### src/rtl/fifo_wr_arbiter_if.sv
// rtl/fifo_wr_arbiter_if.sv - requester, FIFO and status signals of fifo_wr_arbiter
interface fifo_wr_arbiter_if;
   logic        req0;
   logic [15:0] din0;
   logic        ack0;
   logic        req1;
   logic [15:0] din1;
   logic        ack1;
   logic        fifo_full;
   logic        fifo_almostfull;
   logic        fifo_wr;
   logic [15:0] fifo_din;
   logic [1:0]  grant;
   logic        busy;

   modport master (
      output req0, din0, req1, din1, fifo_full, fifo_almostfull,
      input  ack0, ack1, fifo_wr, fifo_din, grant, busy
   );

   modport slave (
      input  req0, din0, req1, din1, fifo_full, fifo_almostfull,
      output ack0, ack1, fifo_wr, fifo_din, grant, busy
   );
endinterface

### src/rtl/fifo_wr_arbiter.sv
// rtl/fifo_wr_arbiter.sv - two-requester burst arbiter feeding a FIFO write port
// FIFO_ARB_FIXED_PRIO_EN: requester 0 wins every tie instead of round-robin on LAST.
module fifo_wr_arbiter #(
   parameter int BURST_LEN = 4
) (
   input  logic             clk,
   input  logic             rst,
   fifo_wr_arbiter_if.slave bus
);
   typedef enum logic [1:0] {
      IDLE   = 2'd0,
      BURST0 = 2'd1,
      BURST1 = 2'd2
   } state_t;

`ifdef FIFO_ARB_FIXED_PRIO_EN
   localparam bit FIXED_PRIO = 1'b1;
`else
   localparam bit FIXED_PRIO = 1'b0;
`endif

   localparam logic [3:0] LEN = 4'(BURST_LEN);

   state_t      state, state_nx;
   logic        last, last_nx;
   logic [3:0]  cnt, cnt_nx;
   logic        wr_q;
   logic [15:0] din_q;
   logic        space, ack0, ack1, acked, both;

   // A registered write still in flight takes the last slot signalled by almostfull.
   assign space = !bus.fifo_full && !(wr_q && bus.fifo_almostfull);
   assign ack0  = (state == BURST0) && bus.req0 && space;
   assign ack1  = (state == BURST1) && bus.req1 && space;
   assign acked = ack0 || ack1;
   assign both  = bus.req0 && bus.req1;

   always_comb begin
      state_nx = state;
      last_nx  = last;
      cnt_nx   = cnt;
      case (state)
         IDLE: begin
            cnt_nx = 4'd0;
            if (both)
               state_nx = (FIXED_PRIO || last) ? BURST0 : BURST1;
            else if (bus.req0)
               state_nx = BURST0;
            else if (bus.req1)
               state_nx = BURST1;
         end
         BURST0: begin
            if (!bus.req0 || (ack0 && (cnt + 4'd1) == LEN)) begin
               last_nx = 1'b0;
               cnt_nx  = 4'd0;
               if (FIXED_PRIO && both)
                  state_nx = BURST0;
               else if (bus.req1)
                  state_nx = BURST1;
               else
                  state_nx = IDLE;
            end else if (ack0) begin
               cnt_nx = cnt + 4'd1;
            end
         end
         BURST1: begin
            if (!bus.req1 || (ack1 && (cnt + 4'd1) == LEN)) begin
               last_nx  = 1'b1;
               cnt_nx   = 4'd0;
               state_nx = bus.req0 ? BURST0 : IDLE;
            end else if (ack1) begin
               cnt_nx = cnt + 4'd1;
            end
         end
         default: begin
            state_nx = IDLE;
            cnt_nx   = 4'd0;
         end
      endcase
   end

   always_ff @(posedge clk or posedge rst) begin
      if (rst) begin
         state <= IDLE;
         last  <= 1'b1;
         cnt   <= 4'd0;
         wr_q  <= 1'b0;
         din_q <= 16'd0;
      end else begin
         state <= state_nx;
         last  <= last_nx;
         cnt   <= cnt_nx;
         wr_q  <= acked;
         if (acked)
            din_q <= ack0 ? bus.din0 : bus.din1;
      end
   end

   assign bus.ack0     = ack0;
   assign bus.ack1     = ack1;
   assign bus.fifo_wr  = wr_q;
   assign bus.fifo_din = din_q;
   assign bus.grant    = {state == BURST1, state == BURST0};
   assign bus.busy     = (state != IDLE);
endmodule

### src/flat_wrapper.sv
// flat-port wrapper written by rule: the top's interface ports become plain ports
module fifo_wr_arbiter_flat 
#(
   parameter int BURST_LEN = 4
)
  (clk, rst, bus_req0, bus_din0, bus_req1, bus_din1, bus_fifo_full, bus_fifo_almostfull, bus_ack0, bus_ack1, bus_fifo_wr, bus_fifo_din, bus_grant, bus_busy);
  fifo_wr_arbiter_if bus_i ();
  input  logic clk;
  input  logic rst;
  input wire logic [$bits(bus_i.req0)-1:0] bus_req0;
  input wire logic [$bits(bus_i.din0)-1:0] bus_din0;
  input wire logic [$bits(bus_i.req1)-1:0] bus_req1;
  input wire logic [$bits(bus_i.din1)-1:0] bus_din1;
  input wire logic [$bits(bus_i.fifo_full)-1:0] bus_fifo_full;
  input wire logic [$bits(bus_i.fifo_almostfull)-1:0] bus_fifo_almostfull;
  output wire logic [$bits(bus_i.ack0)-1:0] bus_ack0;
  output wire logic [$bits(bus_i.ack1)-1:0] bus_ack1;
  output wire logic [$bits(bus_i.fifo_wr)-1:0] bus_fifo_wr;
  output wire logic [$bits(bus_i.fifo_din)-1:0] bus_fifo_din;
  output wire logic [$bits(bus_i.grant)-1:0] bus_grant;
  output wire logic [$bits(bus_i.busy)-1:0] bus_busy;
  assign bus_i.req0 = bus_req0;
  assign bus_i.din0 = bus_din0;
  assign bus_i.req1 = bus_req1;
  assign bus_i.din1 = bus_din1;
  assign bus_i.fifo_full = bus_fifo_full;
  assign bus_i.fifo_almostfull = bus_fifo_almostfull;
  assign bus_ack0 = bus_i.ack0;
  assign bus_ack1 = bus_i.ack1;
  assign bus_fifo_wr = bus_i.fifo_wr;
  assign bus_fifo_din = bus_i.fifo_din;
  assign bus_grant = bus_i.grant;
  assign bus_busy = bus_i.busy;
  fifo_wr_arbiter #(.BURST_LEN(BURST_LEN)) u_core (.clk(clk), .rst(rst), .bus(bus_i));
endmodule
### config.mk
export PLATFORM = sky130hd
export DESIGN_NAME = fifo_wr_arbiter_flat
export DESIGN_NICKNAME = d
export VERILOG_FILES = /design/src/rtl/fifo_wr_arbiter_if.sv /design/src/rtl/fifo_wr_arbiter.sv /design/src/flat_wrapper.sv
export SDC_FILE = /design/constraint.sdc
export NUM_CORES = 1
export LEC_CHECK = 0
export BUFFER_PORTS_ARGS = -buffer_cell sky130_fd_sc_hd__clkbuf_2
export CORE_MARGIN = 3
export CORE_UTILIZATION = 30
export CTS_BUF_LIST = sky130_fd_sc_hd__clkbuf_4 sky130_fd_sc_hd__clkbuf_8
export CTS_CLUSTER_DIAMETER = 50
export DETAILED_ROUTE_END_ITERATION = 8
export PLACE_DENSITY = 0.58
export SYNTH_ARGS = -nofsm -noshare
export SYNTH_HDL_FRONTEND = slang
export SYNTH_SLANG_ARGS = --single-unit
### constraint.sdc
create_clock -name clk -period 2.1 [get_ports clk]
set_input_delay 0.21 -clock clk [delete_from_list [all_inputs] [get_ports clk]]
set_output_delay 0.21 -clock clk [all_outputs]
set_load 0.01 [all_outputs]
==> summary.txt, run 1 <==
Largest net degree at the start of global routing: 25
CP Capture Type: output pin
Worst setup path class: flop to output pin
Height of the die: 72.7 um
Detail Placement HPWL: 2340 um
Max-Cap Viols: 0
Fraction of registers with async set/reset: 100%
Peak VDD IR: 0.000553 V
RePlAce Congestion: 0.785
Post-Synthesis Cells: 131
CP startpoint kind: flop
Ys flop type: dfrtp_1
Reg2reg path depth: 7
Final Cycle Share: 92.9%
Hold crit path type: input port to flop
Critical path cell sequence: inv_1 > ha_1 > and3_1 > buf_12 > clkbuf_2
Area Growth Syn to Fin: 31.2%
Outcome: finished, final reports clean
Max Slew Vio Count: 0
Syn avg cell area: 10.2 um2
Slew headroom: 71.3%
Clk_lat worst skew: 0.26 ns
Endpoints failing hold: 0
Initial detailed-routing violation count: 38
WP data arrival: 1.74 ns
Worst Hold Depth: 2
RR Startpoint: u_core.state[0]$_DFFE_PP0P_
Fin nets: 237
Synth top area cells: dfrtp_1 (43%), mux2i_1 (9.8%), a21oi_1 (6.4%)
CTS Buf Count: 3
Die span in x: 72.7 um
Slowest stage delay, CP: 0.42 ns
PD cells: 1120 nW/um2
Std cell rows: 23
Lkg Pwr: 0.860 nW
Final setup violation count: 0
Placed inst area: 1690 um2
Via density per instance: 4.72
CP required: 1.89 ns
Register-to-Register Setup Slack: 0.25 ns
First-pass GRT wire length: 5070 um
Synth warn: 0
CTS resizes: 0
Vias in the first global route: 1192
CP Max Fanout: 15
Max stage delay cell, worst path: dfrtp_1
Clock Path Buffers: 2
Max Clk Rate: 0.512 GHz
Root buffer cell: clkbuf_8
Fin area: 1750 um2
Antenna violations before repair: 0
Initial core utilization: 32.2%
Count leader, synth: dfrtp_1
Synth unique cells: 34
Hold Path Origin: bus_din1[2]
Die area: 5280 um2
# DRC: 0
Sequential element share of the synthesized area: 45.1%
First-pass iteration count of the detailed router: 4
CTS tree: done
Crit path time final: 1.95 ns
Total track usage: 11.9%
Post-Syn Area: 1330 um2
Flops & latches, synth: 24
Number of synthesized flops with an enable pin: 0
WL final: 2910 um
Post-synth top area cell: dfrtp_1
Top-area cell type share of the netlist area: 43.2%
Hold Path End: u_core.bus.fifo_din[2]$_DFFE_PP0P_
H-tree levels: 1
Grt ovf: 0
Share of layout cells above drive strength 1: 37.5%
Antenna fix cells: 0
Commonest cells post-synth: dfrtp_1 (23), nor2_1 (18), a21oi_1 (17)
Worst slew pin tran: 0.430 ns
Vias: 1143
Setup TNS: 0 ns
DR WL/cell: 12.0 um
Core area: 4140 um2
RSZ-0062 raised after global routing: false
Layout Skew: 0.00375 ns
IO Port Bufs: 59
Reg2reg end: u_core.cnt[1]$_DFFE_PP0P_
Antenna viol nets, final: 0
Clk slew on worst S/H paths: 0.08 ns
Total I/O pin count: 60
Synthesized net count: 175
CTS Sinks: 24
report_power, final:
group	switching [W]	internal, W
Combinational	0.000483	0.000410
Sequential	0.000109	0.000652
Clock	0.000145	0.000167
Total	0.000737	0.00123
registers in the layout, summed over array words and instances (netlist names):
signal	flops
u_core.last	1
u_core.bus.fifo_din	16
u_core.bus.fifo_wr	1
u_core.state	2
u_core.cnt	4
worst max path at each step:
stage                                      from                                 end  slack (ns)  cells after the start
CTS                 u_core.state[1]$_DFFE_PP0P_                            bus_ack0         0.1                      5
floorplan           u_core.state[0]$_DFFE_PP0P_  u_core.bus.fifo_din[0]$_DFFE_PP0P_        0.43                      8
global route        u_core.state[1]$_DFFE_PP0P_                            bus_ack0       0.004                      5
detailed placement  u_core.state[0]$_DFFE_PP0P_           u_core.cnt[1]$_DFFE_PP0P_        0.24                      7
finish              u_core.state[1]$_DFFE_PP0P_                            bus_ack0        0.15                      5
global placement    u_core.state[0]$_DFFE_PP0P_  u_core.bus.fifo_din[2]$_DFFE_PP0P_        0.30                      6
layer usage:
metal	up-vias	global-route usage, %	share of wire, %
met1	518	15.3	46
met2	40	19.9	47
met5	-	0	0
li1	581	-	-
met3	4	1.52	6.0
met4	0	5.53	1.4
layout by cell type (no fill, tap or decap), types with 2 or more instances in the layout:
cell	count
a221o_1	3
buf_12	2
nand2_1	6
nor2_1	17
inv_1	6
a21oi_1	17
o21ai_1	2
mux2i_1	13
nand3_1	4
ha_1	6
clkbuf_2	59
and3_1	2
o21ai_0	3
clkbuf_8	4
dfrtp_1	23
nor2b_1	5
what timing repair did:
| item | in CTS | in global routing |
|---|---|---|
| setup endpoints to repair | 0 | 0 |
| endpoints found under the hold margin | 23 | 0 |
| hold buffers | 1 | 0 |
| buffers inserted | 0 | 0 |
cells by family after synthesis:
group	synth area share, %
buffers and inverters	5.91
multiplexers	11.4
XOR/XNOR	1.88
AND/OR/NAND/NOR	14.2
adder cells (fa/ha/maj)	5.63
flip-flops	45.1
AO/OA/AOI/OAI	15.9
final cells by class:
type | instances | area (um2)
Sequential cell | 24 | 602
Tap cell | 50 | 62.6
Timing Repair Buffer | 63 | 353
Fill cell | 416 | 2390
Clock buffer | 4 | 55.1
Multi-Input combinational cell | 95 | 656
Inverter | 6 | 22.5
critical path, delay by kind of cell (launching register included):
family,cells,cell delay (ns)
fa+ha+maj,1,0.24
buf+inv,3,0.44
simple gates,1,0.37
flops,1,0.42
through the flow:
stage	hold slack [ns]	util, %	std cells	power [W]	worst slack [ns]
final	0.171	42.2	242	0.00197	0.149
after floorplan	0.224	-	131	0.00135	0.429
after global placement	0.257	40.7	237	0.00168	0.295
after global routing	0.170	42.2	242	0.00213	0.00385
after CTS	0.163	42.2	242	0.00200	0.0965
after detailed placement	0.256	40.7	237	0.00168	0.235
(Power assumes the default switching activity.)
==> inputs of run 2 (changes only) <==
Settings changed: ABC_AREA from default to 1, CAP_MARGIN from default to 20, PLACE_DENSITY 0.58 to 0.59.
Clock period 2.1 ns to 2.28 ns, I/O delays scaled along.
==> run 2 against run 1 <==
Effect of this change: sequential power is 9.6% lower; critical path depth stayed put; register-to-register slack better by 0.22 ns; total power is 14% lower; flip-flop and latch count stayed put; global-route usage is 1.3 points higher; sequential share of layout area is 1.7 points higher; clock power is 6.7% lower; worst hold slack better by 0.012 ns; clock skew is 0.0017 ns higher; routed wire length is 10% higher; critical path type unchanged; largest power group unchanged.
==> summary.txt, run 2 <==
Crit path time final: 1.85 ns
Antenna violations before repair: 0 (unchanged)
Die area: 5110 um2 (-3.3%)
Post-Syn Area: 1290 um2 (-3.6%)
Highest routed layer: met4
Setup TNS: 0 ns (unchanged)
Clk slew on worst S/H paths: 0.08 ns (about the same)
Placed inst area: 1600 um2 (-4.9%)
Initial detailed-routing violation count: 66 (+74%)
Total I/O pin count: 60 (unchanged)
Clk_lat worst skew: 0.27 ns (about the same)
RePlAce Congestion: 0.848 (+8.1%)
Ys flop type: dfrtp_1
Tot Pwr: 0.00168 W (-14%)
Synthesized net count: 204 (+17%)
Sw Share: 39.1% (+1.6 points)
Reg2reg end: u_core.bus.fifo_din[15]$_DFFE_PP0P_
DR WL/cell: 11.9 um (-1.3%)
Std cell rows: 23 (unchanged)
# DRC: 0 (unchanged)
Worst slew pin tran: 0.402 ns (-0.0278 ns)
Initial core utilization: 31.7% (-0.49 points)
Via density per instance: 4.55 (-3.7%)
First-pass GRT wire length: 5440 um (+7.4%)
Clk pwr share: 17.3% (+1.4 points)
Metal2 WL: 1460 um (+7.1%)
CTS Sinks: 24 (unchanged)
Grt ovf: 0 (unchanged)
Fin area: 1670 um2 (-4.7%)
Post-synthesis adder-cell area fraction: 5.84% (+0.21 points)
Final Cycle Share: 81.2%
CP Max Fanout: 18 (+3)
Multi-input gate area: 594 um2 (-9.4%)
Post-synth top area cell: dfrtp_1
Flops & latches, synth: 24 (unchanged)
Number of synthesized flops with an enable pin: 0 (unchanged)
Fin nets: 265 (+12%)
Max Slew Vio Count: 0 (unchanged)
Outcome: finished, final reports clean
Most common cell after layout, fill and taps aside: clkbuf_2
Reg2reg path depth: 7 (unchanged)
Height of the die: 71.5 um (-1.6%)
Mux contribution to synthesized area: 0% (-11 points)
CTS Buf Count: 3 (unchanged)
Top-area cell type share of the netlist area: 44.7% (+1.6 points)
Syn avg cell area: 8.04 um2 (-21%)
Met3 Wirelength: 250 um (+44%)
RR Startpoint: u_core.state[0]$_DFFE_PP0P_
Vias: 1228 (+7.4%)
Worst Hold Depth: 3 (+1)
Area Growth Syn to Fin: 29.7%
Antenna fix cells: 0 (unchanged)
Synth Area in XOR/XNOR: 0% (-1.9 points)
Peak VDD IR: 0.000383 V (-31%)
Fillers: 437 (+5.0%)
Post-Synth Simple-Gate Area: 26.5% (+12 points)
Post-Synthesis Cells: 160 (+22%)
Worst setup path class: flop to output pin
Max reg flops: 16 (unchanged)
Largest family of logic cells by synthesized area: simple AND/OR/NAND/NOR gates
Compound-Gate Fraction of Synth Area: 13.9% (-1.9 points)
Sequential element share of the synthesized area: 46.8% (+1.7 points)
H-tree levels: 1 (unchanged)
Die span in x: 71.5 um (-1.6%)
Synth top area cells: dfrtp_1 (45%), nand2_1 (13%), o21ai_0 (7.4%)
Layout Skew: 0.00549 ns (+0.00174 ns)
CTS tree: done
Root buffer cell: clkbuf_8
Register-to-Register Setup Slack: 0.47 ns (+0.22 ns)
Hold crit path type: input port to flop
Max-Cap Viols: 0 (unchanged)
CP required: 2.05 ns (+0.16 ns)
P_int: 0.00103 W (-17%)
Largest net degree at the start of global routing: 25 (unchanged)
IO Port Bufs: 59 (unchanged)
Max Clk Rate: 0.540 GHz
Antenna viol nets, final: 0 (unchanged)
CP Capture Type: output pin
CP startpoint kind: flop
M1 WL: 1450 um (+8.9%)
Reg area: 602 um2 (unchanged)
CTS resizes: 0 (unchanged)
Critical path startpoint: u_core.state[1]$_DFFE_PP0P_
WL final: 3200 um (+10%)
Psw: 0.000657 W (-11%)
PD cells: 1010 nW/um2 (-10%)
RSZ-0062 raised after global routing: false
Share of layout cells above drive strength 1: 32.3% (-5.2 points)
Hold Path End: u_core.bus.fifo_din[2]$_DFFE_PP0P_
Core area: 4060 um2 (-2.1%)
Final setup violation count: 0 (unchanged)
Endpoints failing hold: 0 (unchanged)
Synth warn: 0 (unchanged)
Comb pwr share: 41.8% (-3.6 points)
Flop pwr share: 40.9% (+2.2 points)
Vias in the first global route: 1246 (+4.5%)
Count leader, synth: nand2_1
Total track usage: 13.2% (+1.3 points)
Fraction of registers with async set/reset: 100% (unchanged)
Detail Placement HPWL: 2480 um (+5.7%)
Synth unique cells: 18 (-47%)
Hold Path Origin: bus_din0[2]
WP data arrival: 1.62 ns (-0.12 ns)
Commonest cells post-synth: nand2_1 (45), dfrtp_1 (23), o21ai_0 (19)
Most frequent cells in the layout: clkbuf_2 (59), nand2_1 (45), dfrtp_1 (23)
Clock Path Buffers: 2 (unchanged)
First-pass iteration count of the detailed router: 4 (unchanged)
Slew headroom: 73.2% (+1.8 points)
Lkg Pwr: 0.887 nW (+3.2%)
-- run 2: cell types whose count changed in the layout (fill, tap and decap cells not counted), sizes merged, moves of 3 or more --
| cell | change |
|---|---|
| nand2 | +41 |
| a221o | -3 |
| a21oi | -15 |
| mux2i | -13 |
| nor2b | -5 |
| o21ai | +23 |
| inv | +5 |
| nand3 | +11 |
-- run 2: cell type report --
cell class / count / area share, %
Clock buffer: 4 / 3.30
Inverter: 11 / 2.48
Multi-Input combinational cell: 120 / 35.6
Sequential cell: 24 / 36.1
Tap cell: 50 / 3.75
Timing Repair Buffer: 61 / 18.8
-- run 2: worst max-delay path: stages (launching register included) --
cell and delay [ns]:
dfrtp_1 0.42, inv_1 0.09, ha_1 0.20, nand2_2 0.11, nor2_4 0.34, clkbuf_2 0.21
-- run 2: power by group through the flow --
stage                     sequential (W)  combinational (W)  clock (W)
final                           0.000688           0.000703   0.000291
after global routing            0.000711           0.000804   0.000319
after CTS                       0.000690           0.000720   0.000302
after detailed placement        0.000695           0.000720          0
after global placement          0.000694           0.000707          0
after floorplan                 0.000743           0.000406          0
-- run 2: layer usage --
layer  global-route usage (%)  vias to the layer above
met4                     3.34                        0
met2                     21.0                       42
met5                        0                        -
li1                         -                      642
met3                     3.79                        4
met1                     17.7                      540
-- run 2: worst max path at each step --
stage | cells after the start | to | slack, ns
6_report | 5 | bus_ack0 | 0.43
3_5_place_dp | 7 | u_core.bus.fifo_din[11]$_DFFE_PP0P_ | 0.46
4_1_cts | 5 | bus_ack1 | 0.40
3_3_place_gp | 7 | u_core.bus.fifo_din[10]$_DFFE_PP0P_ | 0.49
5_1_grt | 5 | bus_ack1 | 0.28
2_1_floorplan | 8 | u_core.bus.fifo_din[0]$_DFFE_PP0P_ | 0.81
-- run 2: cells by family (layout without fill, tap and decap cells) --
family / Yosys count / count (layout)
AND/OR/NAND/NOR: 81 / 81
AO/OA/AOI/OAI: 33 / 33
flip-flops: 24 / 24
buffers and inverters: 16 / 76
adder cells (fa/ha/maj): 6 / 6
-- run 2: per-stage QoR --
step / hold WS, ns / setup slack [ns] / utilization, % / std cells
4_1_cts: 0.177 / 0.401 / 41.1 / 270
3_3_place_gp: 0.275 / 0.485 / 39.5 / 265
3_5_place_dp: 0.275 / 0.455 / 39.5 / 265
5_1_grt: 0.185 / 0.277 / 41.1 / 270
2_1_floorplan: 0.242 / 0.811 / - / 160
6_report: 0.183 / 0.429 / 41.1 / 270
-- run 2: repair_timing --
item / in CTS / in global routing
buffers inserted: 0 / 0
hold endpoints to repair: 23 / 0
endpoints found under the setup margin: 0 / 0
hold buffers: 1 / 0
